### config.mk
export PLATFORM = sky130hd
export DESIGN_NAME = cntr_modulus_prog
export DESIGN_NICKNAME = d
export VERILOG_FILES = /design/src/rtl/cntr_modulus_prog.sv
export SDC_FILE = /design/constraint.sdc
export NUM_CORES = 1
export LEC_CHECK = 0
export ABC_CLOCK_PERIOD_IN_PS = 4700
export CORE_MARGIN = 3
export CORE_UTILIZATION = 31
export CTS_CLUSTER_SIZE = 12
export DETAILED_ROUTE_END_ITERATION = 8
export DONT_BUFFER_PORTS = 1
export PLACE_DENSITY = 0.42
export SKIP_LAST_GASP = 1
export SYNTH_ARGS = -nofsm -noshare
export SYNTH_HDL_FRONTEND = slang
export SYNTH_SLANG_ARGS = --single-unit
export TNS_END_PERCENT = 1
### constraint.sdc
create_clock -name clk -period 4.7 [get_ports clk]
set_clock_uncertainty 0.1 [all_clocks]
set_input_delay 0.47 -clock clk [delete_from_list [all_inputs] [get_ports clk]]
set_output_delay 0.47 -clock clk [all_outputs]
set_load 0.01 [all_outputs]
### src/rtl/cntr_modulus_prog.sv
// Programmable-modulus up/down counter.
// q always stays within 0..M-1, where M is an internal modulus register
// loaded at reset (DEFAULT_MOD) or by an accepted mod_load (mod_val >= 2).
// The at_max/at_zero flags are registered lookahead flags. They are computed
// from next-state candidates, so the wrap decision comes straight from a
// flip-flop instead of a q-versus-M comparator.
module cntr_modulus_prog #(
    parameter int WIDTH       = 16,
    parameter int DEFAULT_MOD = 50223
) (
    input  logic             clk,
    input  logic             rst,
    input  logic             ena,
    input  logic             sclear,
    input  logic             sload,
    input  logic [WIDTH-1:0] sdata,
    input  logic             up,
    input  logic             mod_load,
    input  logic [WIDTH-1:0] mod_val,
    output logic [WIDTH-1:0] q,
    output logic             tc,
    output logic             wrap
);

    logic [WIDTH-1:0] q_r;
    logic [WIDTH-1:0] m_r;
    logic             at_max_r;
    logic             at_zero_r;
    logic             wrap_r;

    logic [WIDTH-1:0] q_s;
    logic [WIDTH-1:0] m_s;
    logic             at_max_s;
    logic             at_zero_s;
    logic             wrap_s;
    logic             mod_accept_s;
    logic             sdata_fits_s;

    // Qualify a modulus request: a modulus below 2 is not usable, so it is ignored.
    always_comb begin
        mod_accept_s = 1'b0;
        sdata_fits_s = 1'b0;
        if (mod_load && (mod_val >= WIDTH'(2))) begin
            mod_accept_s = 1'b1;
        end else begin
            mod_accept_s = 1'b0;
        end
        if (sdata < m_r) begin
            sdata_fits_s = 1'b1;
        end else begin
            sdata_fits_s = 1'b0;
        end
    end

    // Next-state selection in priority order: clear/modulus change > load > count > hold.
    always_comb begin
        q_s       = q_r;
        m_s       = m_r;
        at_max_s  = at_max_r;
        at_zero_s = at_zero_r;
        wrap_s    = 1'b0;
        if (sclear || mod_accept_s) begin
            // The new modulus is at least 2, so q = 0 can never equal M-1.
            if (mod_accept_s) begin
                m_s = mod_val;
            end else begin
                m_s = m_r;
            end
            q_s       = '0;
            at_zero_s = 1'b1;
            at_max_s  = 1'b0;
        end else if (ena && sload) begin
            // An out-of-range load value collapses to 0.
            if (sdata_fits_s) begin
                q_s       = sdata;
                at_zero_s = (sdata == '0);
                at_max_s  = (sdata == (m_r - WIDTH'(1)));
            end else begin
                q_s       = '0;
                at_zero_s = 1'b1;
                at_max_s  = 1'b0;
            end
        end else if (ena) begin
            if (up) begin
                // Going up: wrap from M-1 to 0; the next value is M-1 only if q is M-2 now.
                wrap_s    = at_max_r;
                at_zero_s = at_max_r;
                at_max_s  = (q_r == (m_r - WIDTH'(2)));
                if (at_max_r) begin
                    q_s = '0;
                end else begin
                    q_s = q_r + WIDTH'(1);
                end
            end else begin
                // Going down: wrap from 0 to M-1; the next value is 0 only if q is 1 now.
                wrap_s    = at_zero_r;
                at_max_s  = at_zero_r;
                at_zero_s = (q_r == WIDTH'(1));
                if (at_zero_r) begin
                    q_s = m_r - WIDTH'(1);
                end else begin
                    q_s = q_r - WIDTH'(1);
                end
            end
        end else begin
            wrap_s = 1'b0;
        end
    end

    // State registers with synchronous reset to the default modulus.
    always_ff @(posedge clk) begin
        if (rst) begin
            q_r       <= '0;
            m_r       <= WIDTH'(DEFAULT_MOD);
            at_max_r  <= 1'b0;
            at_zero_r <= 1'b1;
            wrap_r    <= 1'b0;
        end else begin
            q_r       <= q_s;
            m_r       <= m_s;
            at_max_r  <= at_max_s;
            at_zero_r <= at_zero_s;
            wrap_r    <= wrap_s;
        end
    end

    // Outputs: registered values, with tc a single mux behind the flag registers.
    always_comb begin
        q    = q_r;
        wrap = wrap_r;
        if (up) begin
            tc = at_max_r;
        end else begin
            tc = at_zero_r;
        end
    end

endmodule

==> results.ini <==
[synth]
synth_mux_area_frac = 0.0177
yosysTopAreaCell = dfxtp_1
synthTopCellsByArea = dfxtp_1 18%, xnor2_1 8.4%, ha_1 6.9%
synthXorXnorAreaFrac = 0.145
synth-adder-area-share = 0.0695
netlist_instances = 544
synth_ff_type = dfxtp_1
synth_commonest_cells = 48 x nand2_1, 38 x xnor2_1, 36 x clkbuf_1, 35 x dfxtp_1
synth-seq-cells = 35
ys_warn_count = 0
syn_avg_cell_area_um2 = 7.28
syn_nets = 605
synthSimpleGateAreaFrac = 0.287
synth_area_um2 = 3960
yosysMostFrequentCell = nand2_1
synth_compound_area_frac = 0.222
async_reset_ff_frac = 0
ys_seq_area_frac = 0.177
yosysUniqueCellTypes = 67
netlist.area_leader.share = 0.177
synth_top_family_by_area = simple AND/OR/NAND/NOR gates
synth_enable_flop_cells = 0

[grt]
grt_max_degree = 28
grt_pass1_wl_um = 23300
grtUsageTotal = 0.210
antenna_found_initial = 0
first_global_vias = 3821
overflow = 0

[run]
maxCapViolCount = 0

[drt]
ant_nets = 0
first_iter_violations = 317
vias = 3905
drc = 0
dr.pass1.iters = 5
drt-wirelength-per-cell_um = 21.9
via_per_inst = 5.81
finalWirelength_um = 14700

[pwr]
peakVddDrop_v = 0.000117
p_per_area_nw_per_um2 = 226
power_frac_clock = 0.384
switching_share = 0.325
p_switching_uw = 304
p_int_uw = 631
combPwrFrac = 0.242
p_leak_uw = 0.00154
p_seq_frac = 0.374

[critical_path]
crit_chain = inv_1 > ha_1 > or4b_2 > o221ai_1 > and2_1 > nor4b_1 > a31o_1
reg2reg_depth = 7
cp.depth = 7
cp-end-kind = register
cp_slowest_cell = or4b_2
worstPathArrival_ns = 3.24
required_ns = 4.83
worst-path-buf-inv = 1
critPathMaxStageDelay_ns = 0.64
critPathTopFamily = simple AND/OR/NAND/NOR gates
crit_type = register to register
cp_max_fo = 17
cp-start-kind = register

[place]
dpl.hpwl_um = 11600
gp_congestion = 0.880
io_buffers = 0
placedCellCount = 664

[clock_tree]
cts.sinks = 35
clk_latency_ns = 0.29
cts_tree = built
h-tree-depth = 2
cts_hold_buffers = 0
cts_root_buffer = clkbuf_16
cts_buffer_depth = 2
postCtsSetupBuffers = 0
clk_pin_slew_ns = 0.06
cts_buffers = 5
cts_resized = 0

[floorplan]
die_x_um = 119
fp.dieArea_um2 = 14200
initial_core_util = 0.323
coreArea_um2 = 12300
die-height_um = 119
num_rows = 40
io_pins = 57

[timing]
setup_tns_ns = 0
worst_pin_slew_ns = 0.889
setup-violations-final = 0
fin_crit_ns = 3.11
hold_viol_final = 0
slew_headroom = 0.402
rsz0062_at_grt = false
finalCritPeriodShare = 0.662
slew_viol_final = 0
whs_ns = 0.152
clock.fmax_mhz = 322

[cells_and_area]
fin_nets = 564
drive_gt1_frac = 0.0536
nFillCells = 1339
num_antenna_cells = 0
syn2layout_area_growth_pct = 4.17
finalNonFillerCells = 672

[outcome]
status = completed

[min_path]
worstHoldPathType = primary input to register
hold_depth = 1

## power groups by stage
stage / combinational [uW] / sequential [uW] / clock (uW)
global placement: 223 / 355 / 0
finish: 226 / 350 / 359
global route: 254 / 354 / 381
floorplan: 206 / 325 / 0
CTS: 225 / 349 / 368
detailed placement: 223 / 356 / 0
## through the flow
stage	setup WS (ns)	power, uW	util	area (um^2)
after global placement	1.73	578	0.324	3970
after CTS	1.62	942	0.337	4130
after floorplan	1.99	531	-	3960
after global routing	1.30	989	0.337	4130
final	1.59	935	0.337	4130
after detailed placement	1.61	579	0.324	3970
## state kept, by name, summed over array words and instances (netlist names)
signal,count
at_max_r,1
at_zero_r,1
q,16
m_r,16
wrap,1
## kinds of logic after synthesis
logic type | Yosys count
AO/OA/AOI/OAI | 133
AND/OR/NAND/NOR | 204
buffers and inverters | 79
XOR/XNOR | 64
flip-flops | 35
multiplexers | 7
adder cells (fa/ha/maj) | 22
## placed cells by master (no fill, tap or decap), types with 4 or more instances in the layout
| cell type | instances |
|---|---|
| or3_1 | 5 |
| nand3b_1 | 9 |
| a211o_1 | 5 |
| or2_2 | 5 |
| nor2_1 | 33 |
| inv_1 | 29 |
| o21ai_0 | 32 |
| clkbuf_16 | 5 |
| nand3_1 | 18 |
| nand4_1 | 16 |
| xor2_1 | 25 |
| a21oi_1 | 33 |
| nand2_1 | 48 |
| a31oi_1 | 10 |
| or4_1 | 5 |
| or4_4 | 5 |
| o221ai_1 | 4 |
| xnor2_1 | 38 |
| nor4_1 | 16 |
| o22ai_1 | 4 |
| and3_1 | 5 |
| nor3_1 | 13 |
| nand2b_1 | 4 |
| mux2i_1 | 7 |
| o211ai_1 | 6 |
| ha_1 | 22 |
| a211oi_1 | 4 |
| dfxtp_1 | 35 |
## per-layer routing
| layer | part of all wire | track usage |
|---|---|---|
| met5 | 0 | 0 |
| met4 | 0.014 | 0.0500 |
| met3 | 0.072 | 0.0494 |
| met2 | 0.46 | 0.334 |
| met1 | 0.45 | 0.286 |
## final cells by class
cell class | instances | area, um^2 | share of cell area
sequential | 35 | 701 | 0.170
multi-input combinational | 430 | 2940 | 0.711
clock buffer | 8 | 156 | 0.0379
inverter | 29 | 109 | 0.0264
timing repair buffer | 2 | 15.0 | 0.00364
tap | 168 | 210 | 0.0509
## worst register-to-register path, stage by stage (launching register included)
cell,delay (ns)
dfxtp_1,0.57
inv_1,0.22
ha_1,0.25
or4b_2,0.64
o221ai_1,0.25
and2_1,0.56
nor4b_1,0.30
a31o_1,0.18
## final timing paths
path | start | endpoint | slack [ns]
max | m_r[7]$_SDFFE_PP0P_ | at_max_r$_SDFFE_PP0P_ | 1.59
min | rst | m_r[6]$_SDFFE_PP0P_ | 0.15
max reg2reg | m_r[7]$_SDFFE_PP0P_ | at_max_r$_SDFFE_PP0P_ | 1.59
min reg2reg | m_r[1]$_SDFFE_PP1P_ | m_r[1]$_SDFFE_PP1P_ | 0.44
No activity file was read; power rests on OpenSTA's default activity.
